===== config.mk =====
export PLATFORM = sky130hd
export DESIGN_NAME = alu_issue_ctrl
export DESIGN_NICKNAME = d
export VERILOG_FILES = /design/src/rtl/alu_pkg.sv /design/src/rtl/alu_ctrl_dec.sv /design/src/rtl/alu_issue_ctrl.sv
export SDC_FILE = /design/constraint.sdc
export NUM_CORES = 1
export LEC_CHECK = 0
export CORE_MARGIN = 3
export CORE_UTILIZATION = 50
export DETAILED_ROUTE_END_ITERATION = 10
export PLACE_DENSITY = 0.79
export SLEW_MARGIN = 20
export SYNTH_ARGS = -nofsm -noshare
export SYNTH_HDL_FRONTEND = slang
export SYNTH_HIERARCHICAL = 1
export SYNTH_SLANG_ARGS = --single-unit

===== constraint.sdc =====
create_clock -name clk -period 3.7 [get_ports clk]
set_clock_uncertainty 0.15 [all_clocks]
set_input_delay 0.74 -clock clk [delete_from_list [all_inputs] [get_ports clk]]
set_output_delay 0.74 -clock clk [all_outputs]
set_load 0.05 [all_outputs]

===== src/rtl/alu_pkg.sv =====
// Shared encodings for the ALU issue stage: ALU ctrl codes, aluop classes,
// R-type funct codes and the skid-buffer state type.
package alu_pkg;

  localparam logic [2:0] CTRL_AND  = 3'b000;
  localparam logic [2:0] CTRL_OR   = 3'b001;
  localparam logic [2:0] CTRL_ADD  = 3'b010;
  localparam logic [2:0] CTRL_PASS = 3'b011;
  localparam logic [2:0] CTRL_SUB  = 3'b110;
  localparam logic [2:0] CTRL_XOR  = 3'b111;

  localparam logic [1:0] ALUOP_ADD   = 2'b00;
  localparam logic [1:0] ALUOP_SUB   = 2'b01;
  localparam logic [1:0] ALUOP_RTYPE = 2'b10;
  localparam logic [1:0] ALUOP_PASS  = 2'b11;

  localparam logic [5:0] FUNCT_ADD = 6'b100000;
  localparam logic [5:0] FUNCT_SUB = 6'b100010;
  localparam logic [5:0] FUNCT_AND = 6'b100100;
  localparam logic [5:0] FUNCT_OR  = 6'b100101;
  localparam logic [5:0] FUNCT_XOR = 6'b100110;

  // Encoding equals the number of buffered entries.
  typedef enum logic [1:0] {
    ST_EMPTY = 2'd0,
    ST_ONE   = 2'd1,
    ST_TWO   = 2'd2
  } skid_state_t;

endpackage


===== src/rtl/alu_ctrl_dec.sv =====
// Combinational ALU control decoder: main-decoder aluop plus R-type funct
// to a 3-bit ALU ctrl code, flagging unsupported funct values.
module alu_ctrl_dec
  import alu_pkg::*;
(
  input  logic [1:0] aluop,
  input  logic [5:0] funct,
  output logic [2:0] ctrl,
  output logic       ill
);

  always_comb begin
    ctrl = CTRL_PASS;
    ill  = 1'b0;
    case (aluop)
      ALUOP_ADD:  ctrl = CTRL_ADD;
      ALUOP_SUB:  ctrl = CTRL_SUB;
      ALUOP_PASS: ctrl = CTRL_PASS;
      default: begin
        case (funct)
          FUNCT_ADD: ctrl = CTRL_ADD;
          FUNCT_SUB: ctrl = CTRL_SUB;
          FUNCT_AND: ctrl = CTRL_AND;
          FUNCT_OR:  ctrl = CTRL_OR;
          FUNCT_XOR: ctrl = CTRL_XOR;
          default: begin
            // Unknown R-type: pass data1 through and tell EX it is illegal.
            ctrl = CTRL_PASS;
            ill  = 1'b1;
          end
        endcase
      end
    endcase
  end

endmodule


===== src/rtl/alu_issue_ctrl.sv =====
// ALU issue stage: decodes ID beats and holds them in a 2-entry in-order
// skid buffer feeding EX. Optional operand forwarding under ALU_ISSUE_FWD_EN.
module alu_issue_ctrl
  import alu_pkg::*;
#(
  parameter int DATA_W = 32,
  parameter int RD_W   = 5
) (
  input  logic              clk,
  input  logic              rst,
  input  logic              in_valid,
  output logic              in_ready,
  input  logic [1:0]        aluop,
  input  logic [5:0]        funct,
  input  logic [DATA_W-1:0] op_a,
  input  logic [DATA_W-1:0] op_b,
  input  logic [RD_W-1:0]   rd,
`ifdef ALU_ISSUE_FWD_EN
  input  logic [RD_W-1:0]   rs_a,
  input  logic [RD_W-1:0]   rs_b,
  input  logic              fwd_valid,
  input  logic [RD_W-1:0]   fwd_rd,
  input  logic [DATA_W-1:0] fwd_data,
`endif
  input  logic              flush,
  output logic              out_valid,
  input  logic              out_ready,
  output logic [2:0]        alu_ctrl,
  output logic [DATA_W-1:0] alu_a,
  output logic [DATA_W-1:0] alu_b,
  output logic [RD_W-1:0]   out_rd,
  output logic              ill_funct,
  output logic [1:0]        dbg_state
);

  // Handshake: a beat moves when valid && ready on a rising edge. in_ready
  // depends only on buffer state and rst; out_valid only on buffer state.

  skid_state_t       state;
  logic [2:0]        dec_ctrl;
  logic              dec_ill;
  logic [DATA_W-1:0] a_in;
  logic [DATA_W-1:0] b_in;
  logic [2:0]        sk_ctrl;
  logic [DATA_W-1:0] sk_a;
  logic [DATA_W-1:0] sk_b;
  logic [RD_W-1:0]   sk_rd;
  logic              sk_ill;
  logic              accept;
  logic              pop;

  alu_ctrl_dec u_dec (
    .aluop (aluop),
    .funct (funct),
    .ctrl  (dec_ctrl),
    .ill   (dec_ill)
  );

  always_comb begin
    a_in = op_a;
    b_in = op_b;
`ifdef ALU_ISSUE_FWD_EN
    // r0 is hard-wired zero, so a write to it never forwards.
    if (fwd_valid && (fwd_rd != '0) && (fwd_rd == rs_a)) a_in = fwd_data;
    if (fwd_valid && (fwd_rd != '0) && (fwd_rd == rs_b)) b_in = fwd_data;
`endif
  end

  assign in_ready  = (state != ST_TWO) && !rst;
  assign out_valid = (state != ST_EMPTY);
  assign accept    = in_valid && in_ready;
  assign pop       = out_valid && out_ready;
  assign dbg_state = state;

  // The head entry registers are the EX-facing outputs; sk_* is the second slot.
  always_ff @(posedge clk) begin
    if (rst) begin
      state     <= ST_EMPTY;
      alu_ctrl  <= '0;
      alu_a     <= '0;
      alu_b     <= '0;
      out_rd    <= '0;
      ill_funct <= 1'b0;
      sk_ctrl   <= '0;
      sk_a      <= '0;
      sk_b      <= '0;
      sk_rd     <= '0;
      sk_ill    <= 1'b0;
    end else if (flush) begin
      state <= ST_EMPTY;
    end else begin
      case (state)
        ST_EMPTY: begin
          if (accept) begin
            alu_ctrl  <= dec_ctrl;
            alu_a     <= a_in;
            alu_b     <= b_in;
            out_rd    <= rd;
            ill_funct <= dec_ill;
            state     <= ST_ONE;
          end
        end
        ST_ONE: begin
          if (accept && pop) begin
            alu_ctrl  <= dec_ctrl;
            alu_a     <= a_in;
            alu_b     <= b_in;
            out_rd    <= rd;
            ill_funct <= dec_ill;
          end else if (accept) begin
            sk_ctrl <= dec_ctrl;
            sk_a    <= a_in;
            sk_b    <= b_in;
            sk_rd   <= rd;
            sk_ill  <= dec_ill;
            state   <= ST_TWO;
          end else if (pop) begin
            state <= ST_EMPTY;
          end
        end
        ST_TWO: begin
          if (pop) begin
            alu_ctrl  <= sk_ctrl;
            alu_a     <= sk_a;
            alu_b     <= sk_b;
            out_rd    <= sk_rd;
            ill_funct <= sk_ill;
            state     <= ST_ONE;
          end
        end
        default: state <= ST_EMPTY;
      endcase
    end
  end

endmodule


==> results of run 1 <==
==> synth_stat cells, drive strengths merged <==
cell type and instances:
a311oi 73, and4bb 1, o21ai 75, a31o 1
nor4b 1, o21a 1, inv 2, nor2 3
nand4bb 1, a21oi 75, nand2 1, nand4b 1
nand3b 1, nand2b 2, and2b 1, nor3b 1
a21boi 2, a211oi 74, nor4bb 1, or2 2
or3b 1, buf 60, clkbuf 39, nor2b 2
mux2i 74, nand3 74, dfxtp 148
==> layer usage <==
layer,vias to the layer above,track usage,routed length [um]
li1,2963,-,-
met1,3070,0.332,8420
met2,264,0.412,9310
met3,29,0.0567,1440
met4,0,0.113,387
met5,-,0,0
==> worst max-delay path, stage by stage (launching register included) <==
cell and delay, ps:
dfxtp_1 550, nand2b_4 210, nor2b_1 140, clkdlybuf4s50_1 810
==> registers in the layout, indices dropped and copies added, names as in the netlist <==
signal	flops
sk_a	32
sk_ill	1
sk_rd	5
out_rd	5
ill_funct	1
sk_ctrl	3
sk_b	32
alu_ctrl	3
alu_b	32
dbg_state	2
alu_a	32
==> layout by cell type, fill, tap and decap left out, drive strengths merged, types with 4 or more instances in the layout <==
cell,Yosys,layout
clkinv,0,4
a21oi,75,75
mux2i,74,74
dfxtp,148,148
a311oi,73,73
o21ai,75,75
nand3,74,74
buf,60,17
clkdlybuf4s50,0,157
a211oi,74,74
clkbuf,39,27
==> through the flow <==
step / area [um2] / hold WS (ps) / util
2_1_floorplan: 6810 / 303 / -
3_3_place_gp: 8210 / 308 / 0.618
3_5_place_dp: 8210 / 316 / 0.618
4_1_cts: 8750 / 323 / 0.658
5_1_grt: 8750 / 345 / 0.658
6_report: 8750 / 324 / 0.658
==> power by group <==
group / switching [uW] / leakage (uW) / total, uW / internal [uW]
combinational: 371 / 0.00180 / 605 / 234
sequential: 31.1 / 0.00120 / 1670 / 1640
clock: 625 / 0.000273 / 1580 / 957
==> path summary, 6_finish.rpt <==
kind,to,cells past startpoint,from,slack (ps)
max reg2reg,alu_a[15],5,dbg_state[0],1000
min reg2reg,sk_a[30],2,sk_a[30],320
max,in_ready,3,dbg_state[0],690
min,sk_a[30],2,sk_a[30],320
==> layout make-up <==
cell class	instances	area (um2)
Clock buffer	27	523
Multi-Input combinational cell	468	3300
Tap cell	176	220
Sequential cell	148	2960
Clock inverter	4	20.0
Inverter	2	7.51
Fill cell	1035	4540
Timing Repair Buffer	174	1720
==> logic make-up after synthesis <==
logic type / Yosys count / synth area share
AND/OR/NAND/NOR: 93 / 0.0751
AO/OA/AOI/OAI: 301 / 0.291
flip-flops: 148 / 0.435
buffers and inverters: 101 / 0.0904
multiplexers: 74 / 0.109
==> impl_results.md, run 1 <==
* Status: finished clean
* Bufs on Longest Clock Path at 2
* Die Footprint at 15100 um2
* H-tree Lvls at 4
* WL per Instance at 19.6 um
* Clk sink count at 148
* CTS tree: built
* Crit Path Category: register to output port
* Syn avg cell area at 9.50 um2
* Fin Setup TNS at 0 ps
* Placed insts at 968
* Sequential area share after synthesis at 0.435
* Flops & latches, synth at 148
* Synth top area share at 0.435
* Starting density of the core at 0.512
* Final net count at 893
* Worst vdd ir at 287 uV
* DR iter-0 viols at 589
* Dpl ws at 509 ps
* Fin crit share at 0.815
* RSZ-0062 raised after global routing: false
* Worst Path Required at 2810 ps
* Site Rows at 42
* Placer Congestion at 0.821
* PwrDens at 441 nW/um2
* Grt ovf at 0
* First-pass DRT Iterations at 5
* First-pass GRT wire length at 30700 um
* CP Capture Type: output port
* Hold Vio Cnt, Final at 0
* Die H at 123 um
* CP Max Fanout at 10
* Yosys top cell by area: dfxtp_1
* Initial antenna violation count at 0
* Diodes inserted at 0
* Slew @ Worst Pin at 964 ps
* Post-synthesis net count at 799
* Critical Path AT at 2120 ps
* Setup bufs post-CTS at 0
* P&R area growth vs syn at 28.5%
* Top Ports at 159
* Final Total Pwr at 3860 uW
* Inserted Clock Buffers at 17
* Synth warn at 6
* Residual DRC at 0
* GRT Total Usage at 0.257
* PnR worst setup slack at 686 ps
* Drt total wl at 19600 um
* Final min period at 3010 ps
* Largest net degree at the start of global routing at 74
* Relative slew slack at 0.356
* Clk_lat worst skew at 410 ps
* Final non-filler cell total at 999
* Number of routed nets with antenna violations at 0
* Pleak at 0.00328 uW
* Mapped Cells at 717
* Via count at 6326
* Buffers on Ports at 158
* Final HPWL DP at 11600 um
* Vias in the first global route at 6138
* CTS hold repair buffers at 0
* Cell variety after synth at 35
* Final setup vio count at 0
* Core box area at 13300 um2
* Max-cap viol count at 0
* DR vias/cell at 6.33
* Post-CTS resize count at 0
* Die span in x at 123 um
* Clk slew on worst S/H paths at 60 ps
* Count of pins over their slew limit at 0
* Share of cells above drive strength 1 at 0.0705
* Top cells by area, synth: dfxtp_1, mux2i_1, a311oi_1
* Cell area after synthesis at 6810 um2
* Max Freq at 332 MHz
* Crit start category: register
* Hold Crit Class: register to register
* Clock root cell: clkbuf_16
(Power assumes the default switching activity.)
==> run 2, diff against run 1 <==
clock period = 2.89 ns   (was 3.7 ns; I/O delays follow)
==> impl_results.md, run 2 (synthesis results as in run 1) <==
* Status: finished clean
* R2r endpoint: alu_a[10]
* Max-cap viol count at 0
* Hold Vio Cnt, Final at 0
* Bufs on Longest Clock Path at 2
* RR Startpoint: dbg_state[0]
* Max Freq at 367 MHz
* Die Footprint at 15100 um2
* Slew @ Worst Pin at 862 ps
* Placed inst area at 8320 um2
* Pleak at 0.00332 uW
* Filler Cell Count at 1042
* Worst hold stages at 2
* Count of pins over their slew limit at 0
* Worst vdd ir at 403 uV
* RSZ-0062 raised after global routing: false
* P&R area growth vs syn at 29.7%
* Core box area at 13300 um2
* Most frequent cells in the layout: clkdlybuf4s50_1, dfxtp_1, a21oi_1
* Clk slew on worst S/H paths at 50 ps
* CP Max Fanout at 10
* Final instance area at 8830 um2
* Placer Congestion at 0.810
* Setup bufs post-CTS at 0
* Critical Path AT at 2000 ps
* Storage element area at 2960 um2
* Residual DRC at 0
* Worst Path Required at 2160 ps
* WL per Instance at 20.6 um
* Starting density of the core at 0.512
* Clk_lat worst skew at 420 ps
* Fin crit share at 0.943
* PwrDens at 553 nW/um2
* DR vias/cell at 6.47
* First-pass DRT Iterations at 5
* Commonest non-fill, non-tap cell in the layout: clkdlybuf4s50_1
* Setup crit end: out_valid
* H-tree Lvls at 4
* Hold Crit Class: register to register
* Die span in x at 123 um
* GRT Total Usage at 0.273
* Number of routed nets with antenna violations at 0
* Final min period at 2720 ps
* First-pass GRT wire length at 32800 um
* Site Rows at 42
* Initial antenna violation count at 0
* Drt total wl at 20700 um
* Clock root cell: clkbuf_16
* Multi-input combinational cell area at 3300 um2
* Buffers on Ports at 158
* Crit path from: dbg_state[0]
* R2R setup slack at 770 ps
* Final HPWL DP at 12900 um
* CP Capture Type: output port
* R2R depth at 4
* Inserted Clock Buffers at 17
* Final net count at 903
* Grt ovf at 0
* Crit Path Category: register to output port
* Vias in the first global route at 6267
* Crit start category: register
* Diodes inserted at 0
* Top Ports at 159
* Fin Setup TNS at 0 ps
* Largest net degree at the start of global routing at 85
* Via count at 6517
* Relative slew slack at 0.425
* Die H at 123 um
* Final setup vio count at 0
* DR iter-0 viols at 806
* Share of cells above drive strength 1 at 0.0829
* CTS tree: built
* Clk sink count at 148
-- run 2: worst max-delay path, cell delays in order, from the launching register on --
cell,delay (ps)
dfxtp_1,600
or2_2,190
clkdlybuf4s50_1,790
-- run 2: layout make-up --
class                           instances  share of cell area
Multi-Input combinational cell        468               0.373
Clock buffer                           24              0.0545
Timing Repair Buffer                  184               0.208
Tap cell                              176              0.0249
Sequential cell                       148               0.336
Inverter                                2            0.000850
Clock inverter                          6             0.00340
-- run 2: report_power, final --
part,switching (uW),internal [uW]
Combinational,483,309
Clock,802,1150
Sequential,42.1,2100
-- run 2: how the worst min path moves through the flow --
stage               startpoint       end  slack [ps]
global placement      sk_b[31]  sk_b[31]         310
floorplan              sk_a[0]   sk_a[0]         300
detailed placement    sk_a[27]  sk_a[27]         320
CTS                   sk_a[21]  sk_a[21]         320
global route          sk_a[16]  sk_a[16]         340
finish                sk_a[22]  sk_a[22]         320
-- run 2: routing by layer --
layer | vias to the layer above | track usage | part of all wire
li1 | 2984 | - | -
met1 | 3156 | 0.360 | 0.42
met2 | 336 | 0.440 | 0.48
met3 | 41 | 0.0668 | 0.084
met4 | 0 | 0.0917 | 0.021
met5 | - | 0 | 0
-- run 2: per-stage QoR --
| step | util | std cells | hold WS (ps) | setup WS, ps | power (uW) |
|---|---|---|---|---|---|
| global route | 0.665 | 1008 | 336 | 102 | 5040 |
| global placement | 0.626 | 978 | 310 | 448 | 2950 |
| CTS | 0.664 | 1008 | 323 | 18.5 | 4900 |
| detailed placement | 0.626 | 978 | 315 | 301 | 2970 |
| finish | 0.665 | 1008 | 322 | 165 | 4890 |
| floorplan | - | 717 | 303 | 144 | 2640 |
-- run 2: repair_timing --
item                       in CTS  in global routing
setup endpoints to repair       0                  1
hold buffers                    0                  0
gates resized for setup         0                  1
